## config.mk

```make
export PLATFORM = sky130hd
export DESIGN_NAME = clock_gen
export DESIGN_NICKNAME = d
export VERILOG_FILES = /design/src/rtl/clock_gen_pkg.sv /design/src/rtl/phase_counter.sv /design/src/rtl/clock_gen.sv
export SDC_FILE = /design/constraint.sdc
export NUM_CORES = 1
export LEC_CHECK = 0
export ABC_CLOCK_PERIOD_IN_PS = 2000
export CAP_MARGIN = 20
export CORE_MARGIN = 2
export CORE_UTILIZATION = 45
export CTS_BUF_LIST = sky130_fd_sc_hd__clkbuf_8
export DETAILED_ROUTE_END_ITERATION = 7
export GPL_ROUTABILITY_DRIVEN = 0
export GPL_TIMING_DRIVEN = 0
export PLACE_DENSITY_LB_ADDON = 0.2
export SYNTH_ARGS = -nofsm -noshare
export SYNTH_HDL_FRONTEND = slang
export SYNTH_SLANG_ARGS = --single-unit
```

## constraint.sdc

```tcl
create_clock -name clk -period 2 [get_ports clk]
set_clock_uncertainty 0.1 [all_clocks]
set_input_delay 0.5 -clock clk [delete_from_list [all_inputs] [get_ports clk]]
set_output_delay 0.5 -clock clk [all_outputs]
set_load 0.05 [all_outputs]
```

## src/rtl/clock_gen_pkg.sv

```systemverilog
`default_nettype none
// ============================================================================
// Module      : clock_gen_pkg
// Description : Shared states, default parameters and width helper for clock_gen.
// Revision    : 1.0 - initial release
// ============================================================================
package clock_gen_pkg;

    typedef enum logic [2:0] {
        ST_IDLE    = 3'd0,
        ST_DELAY   = 3'd1,
        ST_HIGH    = 3'd2,
        ST_LOW     = 3'd3,
        ST_STOPPED = 3'd4
    } state_t;

    localparam int c_DEFAULT_LATENCY     = 4;
    localparam int c_DEFAULT_HIGH_CYCLES = 50;
    localparam int c_DEFAULT_LOW_CYCLES  = 50;
    localparam int c_DEFAULT_CNT_W       = 16;

    // Wide enough to hold the largest value ever loaded into the phase counter.
    function automatic int phase_cnt_width(input int latency,
                                           input int high_cycles,
                                           input int low_cycles);
        int m;
        m = latency;
        if (high_cycles > m) m = high_cycles;
        if (low_cycles > m)  m = low_cycles;
        return $clog2(m + 1);
    endfunction

endpackage
`default_nettype wire

```

## src/rtl/phase_counter.sv

```systemverilog
`default_nettype none
// ============================================================================
// Module      : phase_counter
// Description : Loadable down-counter; o_done is high while the count is zero.
// Revision    : 1.0 - initial release
// ============================================================================
module phase_counter #(
    parameter int WIDTH = 8
) (
    input  logic             clk,
    input  logic             reset,
    input  logic             i_load,
    input  logic [WIDTH-1:0] i_value,
    input  logic             i_dec,
    output logic             o_done
);

    logic [WIDTH-1:0] r_count;

    always_ff @(posedge clk or negedge reset) begin
        if (!reset) begin
            r_count <= '0;
        end else if (i_load) begin
            r_count <= i_value;
        end else if (i_dec && (r_count != '0)) begin
            r_count <= r_count - WIDTH'(1);
        end
    end

    assign o_done = (r_count == '0);

endmodule
`default_nettype wire

```

## src/rtl/clock_gen.sv

```systemverilog
`default_nettype none
// ============================================================================
// Module      : clock_gen
// Description : Programmable gated clock generator with edge strobes and a
//               wrapping rising-edge counter.
// Revision    : 1.0 - initial release
// ============================================================================
module clock_gen
    import clock_gen_pkg::*;
#(
    parameter int LATENCY     = c_DEFAULT_LATENCY,
    parameter int HIGH_CYCLES = c_DEFAULT_HIGH_CYCLES,
    parameter int LOW_CYCLES  = c_DEFAULT_LOW_CYCLES,
    parameter int CNT_W       = c_DEFAULT_CNT_W
) (
    input  logic             clk,
    input  logic             reset,
    input  logic             en,
    output logic             clk_out,
    output logic             rise,
    output logic             fall,
    output logic [CNT_W-1:0] gen_count
);

    localparam int c_PH_W = phase_cnt_width(LATENCY, HIGH_CYCLES, LOW_CYCLES);
    localparam logic [c_PH_W-1:0] c_LOAD_LATENCY = c_PH_W'(LATENCY);
    localparam logic [c_PH_W-1:0] c_LOAD_HIGH    = c_PH_W'(HIGH_CYCLES - 1);
    localparam logic [c_PH_W-1:0] c_LOAD_LOW     = c_PH_W'(LOW_CYCLES - 1);

    generate
        if (HIGH_CYCLES < 1) begin : g_chk_high
            $error("clock_gen: HIGH_CYCLES must be at least 1");
        end
        if (LOW_CYCLES < 1) begin : g_chk_low
            $error("clock_gen: LOW_CYCLES must be at least 1");
        end
        if ((LATENCY < 0) || (LATENCY > 255)) begin : g_chk_latency
            $error("clock_gen: LATENCY must lie in 0..255");
        end
    endgenerate

    state_t            r_state;
    logic              w_load;
    logic [c_PH_W-1:0] w_load_val;
    logic              w_dec;
    logic              w_done;

    phase_counter #(
        .WIDTH (c_PH_W)
    ) u_phase_counter (
        .clk     (clk),
        .reset   (reset),
        .i_load  (w_load),
        .i_value (w_load_val),
        .i_dec   (w_dec),
        .o_done  (w_done)
    );

    // DELAY always spends one arming cycle plus the loaded count, which gives
    // the 1+LATENCY start from IDLE and the single-cycle restart from STOPPED.
    always_comb begin
        w_load     = 1'b0;
        w_load_val = '0;
        w_dec      = 1'b0;
        case (r_state)
            ST_IDLE: begin
                if (en) begin
                    w_load     = 1'b1;
                    w_load_val = c_LOAD_LATENCY;
                end
            end
            ST_STOPPED: begin
                if (en) begin
                    w_load     = 1'b1;
                    w_load_val = '0;
                end
            end
            ST_DELAY: begin
                if (w_done) begin
                    w_load     = 1'b1;
                    w_load_val = c_LOAD_HIGH;
                end else begin
                    w_dec = 1'b1;
                end
            end
            ST_HIGH: begin
                if (w_done) begin
                    w_load     = 1'b1;
                    w_load_val = c_LOAD_LOW;
                end else begin
                    w_dec = 1'b1;
                end
            end
            ST_LOW: begin
                if (w_done) begin
                    if (en) begin
                        w_load     = 1'b1;
                        w_load_val = c_LOAD_HIGH;
                    end
                end else begin
                    w_dec = 1'b1;
                end
            end
            default: ;
        endcase
    end

    always_ff @(posedge clk or negedge reset) begin
        if (!reset) begin
            r_state   <= ST_IDLE;
            clk_out   <= 1'b0;
            rise      <= 1'b0;
            fall      <= 1'b0;
            gen_count <= '0;
        end else begin
            rise <= 1'b0;
            fall <= 1'b0;
            case (r_state)
                ST_IDLE: begin
                    if (en) r_state <= ST_DELAY;
                end
                ST_STOPPED: begin
                    if (en) r_state <= ST_DELAY;
                end
                ST_DELAY: begin
                    if (w_done) begin
                        r_state   <= ST_HIGH;
                        clk_out   <= 1'b1;
                        rise      <= 1'b1;
                        gen_count <= gen_count + CNT_W'(1);
                    end
                end
                ST_HIGH: begin
                    if (w_done) begin
                        r_state <= ST_LOW;
                        clk_out <= 1'b0;
                        fall    <= 1'b1;
                    end
                end
                ST_LOW: begin
                    if (w_done) begin
                        if (en) begin
                            r_state   <= ST_HIGH;
                            clk_out   <= 1'b1;
                            rise      <= 1'b1;
                            gen_count <= gen_count + CNT_W'(1);
                        end else begin
                            r_state <= ST_STOPPED;
                        end
                    end
                end
                default: begin
                    r_state <= ST_IDLE;
                    clk_out <= 1'b0;
                end
            endcase
        end
    end

endmodule
`default_nettype wire

```

==> results of run 1 <==
[synthesized netlist by cell type (2+ instances only)]
cell,n,area (um2)
a21oi_1,5,25.0
and3_1,4,25.0
buf_2,2,10.0
buf_6,2,22.5
dfrtp_1,28,701
ha_1,3,37.5
inv_1,3,11.3
mux2i_1,4,40.0
nand2_1,12,45.0
nand3_1,3,15.0
nand4_1,3,18.8
nor2_1,10,37.5
nor3_1,9,45.0
nor4_1,2,12.5
o211a_1,2,20.0
o21ai_0,5,25.0
or2_2,3,18.8
xnor2_1,4,35.0
xor2_1,13,114
[timing repair]
action	in CTS	in global routing
setup buffers	0	3
setup endpoints to repair	22	15
hold buffers	0	0
pin swaps	0	2
gates cloned	0	0
resized for setup	21	12
[power by group]
| group | switching [uW] | internal [uW] | leakage (uW) |
|---|---|---|---|
| Clock | 182 | 268 | 0.0000357 |
| Sequential | 126 | 686 | 0.000370 |
| Combinational | 571 | 410 | 0.000562 |
| Total | 879 | 1360 | 0.000968 |
[metal layers]
layer,up-vias,track usage,part of all wire
li1,559,-,-
met1,583,0.280,0.50
met2,23,0.272,0.46
met3,5,0.0273,0.030
met4,0,0.0456,0.0091
met5,-,0,0
[final cells by class]
cell class	count	area (um2)
multi-input cells	105	792
plain buffers	5	37.5
repair buffers	25	235
fillers	286	1200
clock buffers	3	41.3
flip-flops and latches	28	701
clock inverters	1	30.0
well taps	44	55.1
inverters	3	11.3
[cells by family (layout without fill, tap and decap cells)]
family                   Yosys count  after routing
multiplexers                       5              5
flip-flops                        28             28
AO/OA/AOI/OAI                     21             21
AND/OR/NAND/NOR                   59             59
adder cells (fa/ha/maj)            3              3
XOR/XNOR                          17             17
buffers and inverters              8             37
[registers in the layout, summed over array words and instances, names as in the netlist]
signal,cells
rise,1
r_state,3
fall,1
clk_out,1
gen_count,16
u_phase_counter.r_count,6
[layout by cell type (no fill, tap or decap), types with 2 or more instances in the layout]
cell,synthesis,routed
nand4_1,3,3
or2_2,3,3
nand2_1,12,12
nand3_1,3,3
buf_2,2,2
nor3_1,9,4
ha_1,3,2
o21ai_0,5,4
nor4_1,2,2
xor2_1,13,13
buf_4,0,3
clkbuf_8,0,3
and3_1,4,4
nor3_2,0,5
inv_1,3,2
dlygate4sd2_1,0,20
o211a_1,2,2
buf_6,2,2
dfrtp_1,28,28
xnor2_1,4,4
mux2i_1,4,4
a21oi_1,5,5
nor2_1,10,9
[worst min-delay path by stage]
stage                                           end
final                     gen_count[15]$_DFFE_PN0P_
after global placement    gen_count[15]$_DFFE_PN0P_
after floorplan                 clk_out$_DFFE_PN0P_
after CTS                 gen_count[15]$_DFFE_PN0P_
after global routing      gen_count[15]$_DFFE_PN0P_
after detailed placement  gen_count[15]$_DFFE_PN0P_
[critical path, delay by kind of cell (launching register included)]
| family | cells | cell delay [ns] |
|---|---|---|
| fa+ha+maj | 1 | 0.17 |
| buf+inv | 1 | 0.07 |
| simple gates | 1 | 0.53 |
| compound gates | 2 | 0.51 |
| flops | 1 | 0.43 |
[stage by stage]
| stage | util | cells | total power (uW) | setup TNS [ns] |
|---|---|---|---|---|
| 6_report | 0.613 | 214 | 2240 | 0 |
| 5_1_grt | 0.613 | 214 | 2400 | -0.0696 |
| 4_1_cts | 0.591 | 211 | 2160 | 0 |
| 3_5_place_dp | 0.575 | 207 | 1720 | -3.17 |
| 3_3_place_gp | 0.566 | 206 | 1690 | -6.14 |
| 2_1_floorplan | - | 141 | 1500 | 0 |
==> results.md, run 1 <==
* Worst EP arrival at 1.99 ns
* Antenna viol nets, final at 0
* CTS H-tree depth at 1
* Total track usage at 0.183
* Hold Crit Depth at 1
* Worst hold margin at 0.369 ns
* CP peak stage delay at 0.53 ns
* Mux share of post-synthesis cell area at 0.0344
* Worst setup path end: u_phase_counter.r_count[1]$_DFFE_PN0P_
* Root Buffer: clkbuf_8
* CP endpoint kind: register
* Gate Count Post-Synth at 141
* Dpl ws at -0.383 ns
* Worst skew pair latency at between 0.2 and 0.3 ns
* R2r setup slk at 0.09 ns
* Gr ovfl total at 0
* Primary FF master, synth: dfrtp_1
* Layout cell share with drive strength beyond 1 at 0.194
* Slowest cell on the critical path: or4b_4
* Critical R2R Capture: u_phase_counter.r_count[1]$_DFFE_PN0P_
* Main combinational cell family by area after synthesis: simple AND/OR/NAND/NOR gates
* Leak pwr at 0.000968 uW
* Post-Synth Adder-Cell Area at 0.0252
* Mapped Area at ~0.0015 mm2
* Number of synthesized flops with an enable pin at 0
* #FFs+latches synth at 28
* RSZ-0062 raised after global routing: true
* Share of the yosys chip area belonging to registers at 0.470
* Reg-to-Reg Start: u_phase_counter.r_count[1]$_DFFE_PN0P_
* Final Net Count at roughly 180
* Number of antenna repair diodes at 0
* Die ar. at around 0.0038 mm2
* # IOs at 22
* Mean Syn Cell Area at around 11 um2
* Post-synth ARST share at 1.00
* Syn_nets at approximately 150
* Core Area at roughly 0.0031 mm2
* CTS buffer count at 3
* Number of remaining DRC errors at 0
* Outcome: finished clean
* Worst-path cell chain: inv_2 > ha_2 > or4b_4 > o21a_2 > a211oi_1
* Slew headroom at 0.646
* Die span in x at 61.5 um
* Starting Density at 0.480
* Max frequency at 523 MHz
* HP Start: gen_count[15]$_DFFE_PN0P_
* DR WL/cell at between 10 and 15 um
* Worst Setup SP: u_phase_counter.r_count[1]$_DFFE_PN0P_
* Measured slew at the worst slew-check pin at about 0.53 ns
* Max cap viols at 0
* Final Slew Violations at 0
* Placed instance area at 0.00178 mm2
* Crit path time final at 1.91 ns
* CP required at 2.08 ns
* Final Instance Area at 0.00190 mm2
* Pwr dens at 1180 mW/mm2
* Crit start category: register
* Detailed Route WL at approximately 3100 um
* Row cnt at 20
* Max clock buf depth at 2
* Crit-path max FO at 5
* Final setup vio count at 0
* Fin crit share at 0.956
* Kind of critical path: reg -> reg
* IO Port Bufs at 21
* Synthesis-to-finish area growth at 27.7%
* Clk slew on worst S/H paths at 0.10 ns
* Synth Area in Simple Gates at 0.243
* CTS sink count at 28
* Worst VDD drop at 0.580 mV
* Ys Warns at 0
* Depth of the most critical reg-to-reg path at 5
* Final Hold Fails at 0
* DR iter-0 viols at 50
* Post-route setup slack at 0.0886 ns
* Post-detail-place hpwl at 2180 um
* First-pass GRT wire length at 5260 um
* Initial antenna violation count at 0
* DRT Pass-1 Iters at 4
* Synth Area in XOR/XNOR at 0.0999
* Largest net degree at the start of global routing at 20
* Vias in the first global route at 1106
* Distinct cells, synth at 43
* Compound-Gate Fraction of Synth Area at 0.0940
* Die height at just over 60 um
* Vias/cell at 5.47
* Vias at 1170
* TritonCTS clock tree: yes
* Worst hold path type: reg -> reg
Power figures use the tool's default switching activity.
==> inputs of run 2 (changes only) <==
- CAP_MARGIN: 20 -> 40
==> run 2 against run 1 <==
Effect of this change: fmax up 0.38%; sequential share of layout area down 0.69 points; first-iteration DRC count down 4.0%; power up 1.4%; global-route usage about the same; hold slack worse by 0.0026 ns; combinational power up 2%.
==> results.md, run 2 (synthesis gave the netlist of run 1 again) <==
* Detailed Route WL at 3200 um (+4.2%)
* Antenna viol nets, final at 0 (unchanged)
* Row cnt at 20 (unchanged)
* CTS buffer count at 3 (unchanged)
* CP required at 1.40 ns (-0.68 ns)
* Final Slew Violations at 0 (unchanged)
* Synthesis-to-finish area growth at 30.1%
* Initial antenna violation count at 0 (unchanged)
* Crit start category: register
* Commonest non-fill, non-tap cell in the layout: dfrtp_1
* Core Area at 0.00310 mm2 (unchanged)
* Final Hold Fails at 0 (unchanged)
* WP buf/inv at 1 (unchanged)
* CTS sink count at 28 (unchanged)
* Worst EP arrival at 1.30 ns (-0.69 ns)
* First-pass GRT wire length at 5270 um (+0.13%)
* Post-detail-place hpwl at 2190 um (+0.22%)
* Outcome: finished clean
* Largest net degree at the start of global routing at 19 (-5.0%)
* Crit-path max FO at 6 (+1)
* Crit path time final at 1.90 ns (-0.00717 ns)
* Largest regs: gen_count: 16 flops, u_phase_counter.r_count: 6 flops, r_state: 3 flops
* IO Port Bufs at 21 (unchanged)
* Worst hold margin at 0.367 ns (-0.00256 ns)
* Final Net Count at 178 (+0.56%)
* Measured slew at the worst slew-check pin at 0.508 ns (-0.0209 ns)
* Die span in x at 61.5 um (unchanged)
* Commonest cells after routing, fill and taps aside: 28 x dfrtp_1, 20 x dlygate4sd2_1, 13 x xor2_1, 12 x nand2_1, 8 x nor2_1
* Vias in the first global route at 1117 (+0.99%)
* Kind of critical path: reg -> out
* Pwr dens at 1170 mW/mm2 (-0.52%)
* CP top delay family: buffers and inverters
* Slowest cell on the critical path: dlygate4sd2_1
* # IOs at 22 (unchanged)
* Slew headroom at 0.660 (+0.0140)
* Worst VDD drop at 0.779 mV (+34%)
* DRT Pass-1 Iters at 4 (unchanged)
* Total track usage at 0.183 (about the same)
* Post-Place Cells at 207 (unchanged)
* Worst-path cell chain: dlygate4sd2_1
* Largest Register: gen_count
* CP endpoint kind: primary output
* Placed instance area at 0.00177 mm2 (-0.70%)
* Die height at 61.5 um (unchanged)
* Fin cells at 215 (+0.47%)
* Clk slew on worst S/H paths at 0.11 ns (about the same)
* Root Buffer: clkbuf_8
* Number of antenna repair diodes at 0 (unchanged)
* Die ar. at 0.00379 mm2 (unchanged)
* Max cap viols at 0 (unchanged)
* Layout cell share with drive strength beyond 1 at 0.222 (+0.0281)
* Worst skew pair latency at 0.28 ns (about the same)
* Worst hold path type: reg -> reg
* Leak pwr at 0.000996 uW (+2.9%)
* Fin crit share at 0.952 (-0.00358)
* Vias at 1161 (-0.77%)
* Number of flip-flops in the largest register at 16 (unchanged)
* DR WL/cell at 14.9 um (+3.7%)
* RSZ-0062 raised after global routing: false
* TritonCTS clock tree: yes
* Max frequency at 525 MHz (+0.38%)
* CTS H-tree depth at 1 (unchanged)
* Number of remaining DRC errors at 0 (unchanged)
* Final setup vio count at 0 (unchanged)
* Final core utilization at 0.625 (+0.0117)
* Final Instance Area at 0.00194 mm2 (+1.9%)
* Vias/cell at 5.40 (-1.2%)
* Max clock buf depth at 2 (unchanged)
* Starting Density at 0.480 (unchanged)
* Gr ovfl total at 0 (unchanged)
* Setup TNS at 0 ns (unchanged)
* DR iter-0 viols at 48 (-4.0%)
* CP peak stage delay at 0.56 ns (+0.03 ns)
run 2: report_power, final:
part | internal [uW] | leakage (uW) | switching [uW] | total (uW)
registers | 686 | 0.000370 | 132 | 817
clock network | 268 | 0.0000357 | 192 | 460
logic | 421 | 0.000590 | 575 | 996
run 2: cell type report:
type / count / area [um2]
fill: 278 / 1160
multi-input combinational: 105 / 812
sequential: 28 / 701
timing repair buffer: 26 / 248
tap: 44 / 55.1
clock buffer: 3 / 41.3
buffer: 5 / 41.3
clock inverter: 1 / 30.0
inverter: 3 / 11.3
run 2: layer usage:
metal	part of all wire	vias up	global-route usage
li1	-	562	-
met1	0.52	576	0.281
met2	0.45	21	0.274
met3	0.026	2	0.0294
met4	0.0031	0	0.0365
met5	0	-	0
run 2: final timing paths:
| path | cells after the start | slack (ns) | start | to |
|---|---|---|---|---|
| max in group asynchronous | 2 | 0.84 | reset | gen_count[12]$_DFFE_PN0P_ |
| min in group asynchronous | 1 | 0.45 | reset | gen_count[10]$_DFFE_PN0P_ |
| hold reg to reg | 1 | 0.37 | gen_count[15]$_DFFE_PN0P_ | gen_count[15]$_DFFE_PN0P_ |
| setup / recovery | 1 | 0.1 | gen_count[6]$_DFFE_PN0P_ | gen_count[6] |
| setup reg to reg | 6 | 0.11 | u_phase_counter.r_count[1]$_DFFE_PN0P_ | u_phase_counter.r_count[4]$_DFFE_PN0P_ |
| hold / removal | 1 | 0.37 | gen_count[15]$_DFFE_PN0P_ | gen_count[15]$_DFFE_PN0P_ |
run 2: metrics by stage:
step	total power (uW)	setup WS [ns]
after floorplan	1500	0.161
after global placement	1690	-0.355
after detailed placement	1720	-0.386
after CTS	2170	0.0197
after global routing	2420	0.0000735
final	2270	0.0957
run 2: timing repair:
action                                  in CTS  in global routing
pin swaps                                    0                  4
hold buffers                                 0                  0
endpoints found under the setup margin      22                 17
resized for setup                           21                 16
buffers inserted                             0                  3
gates cloned                                 0                  1
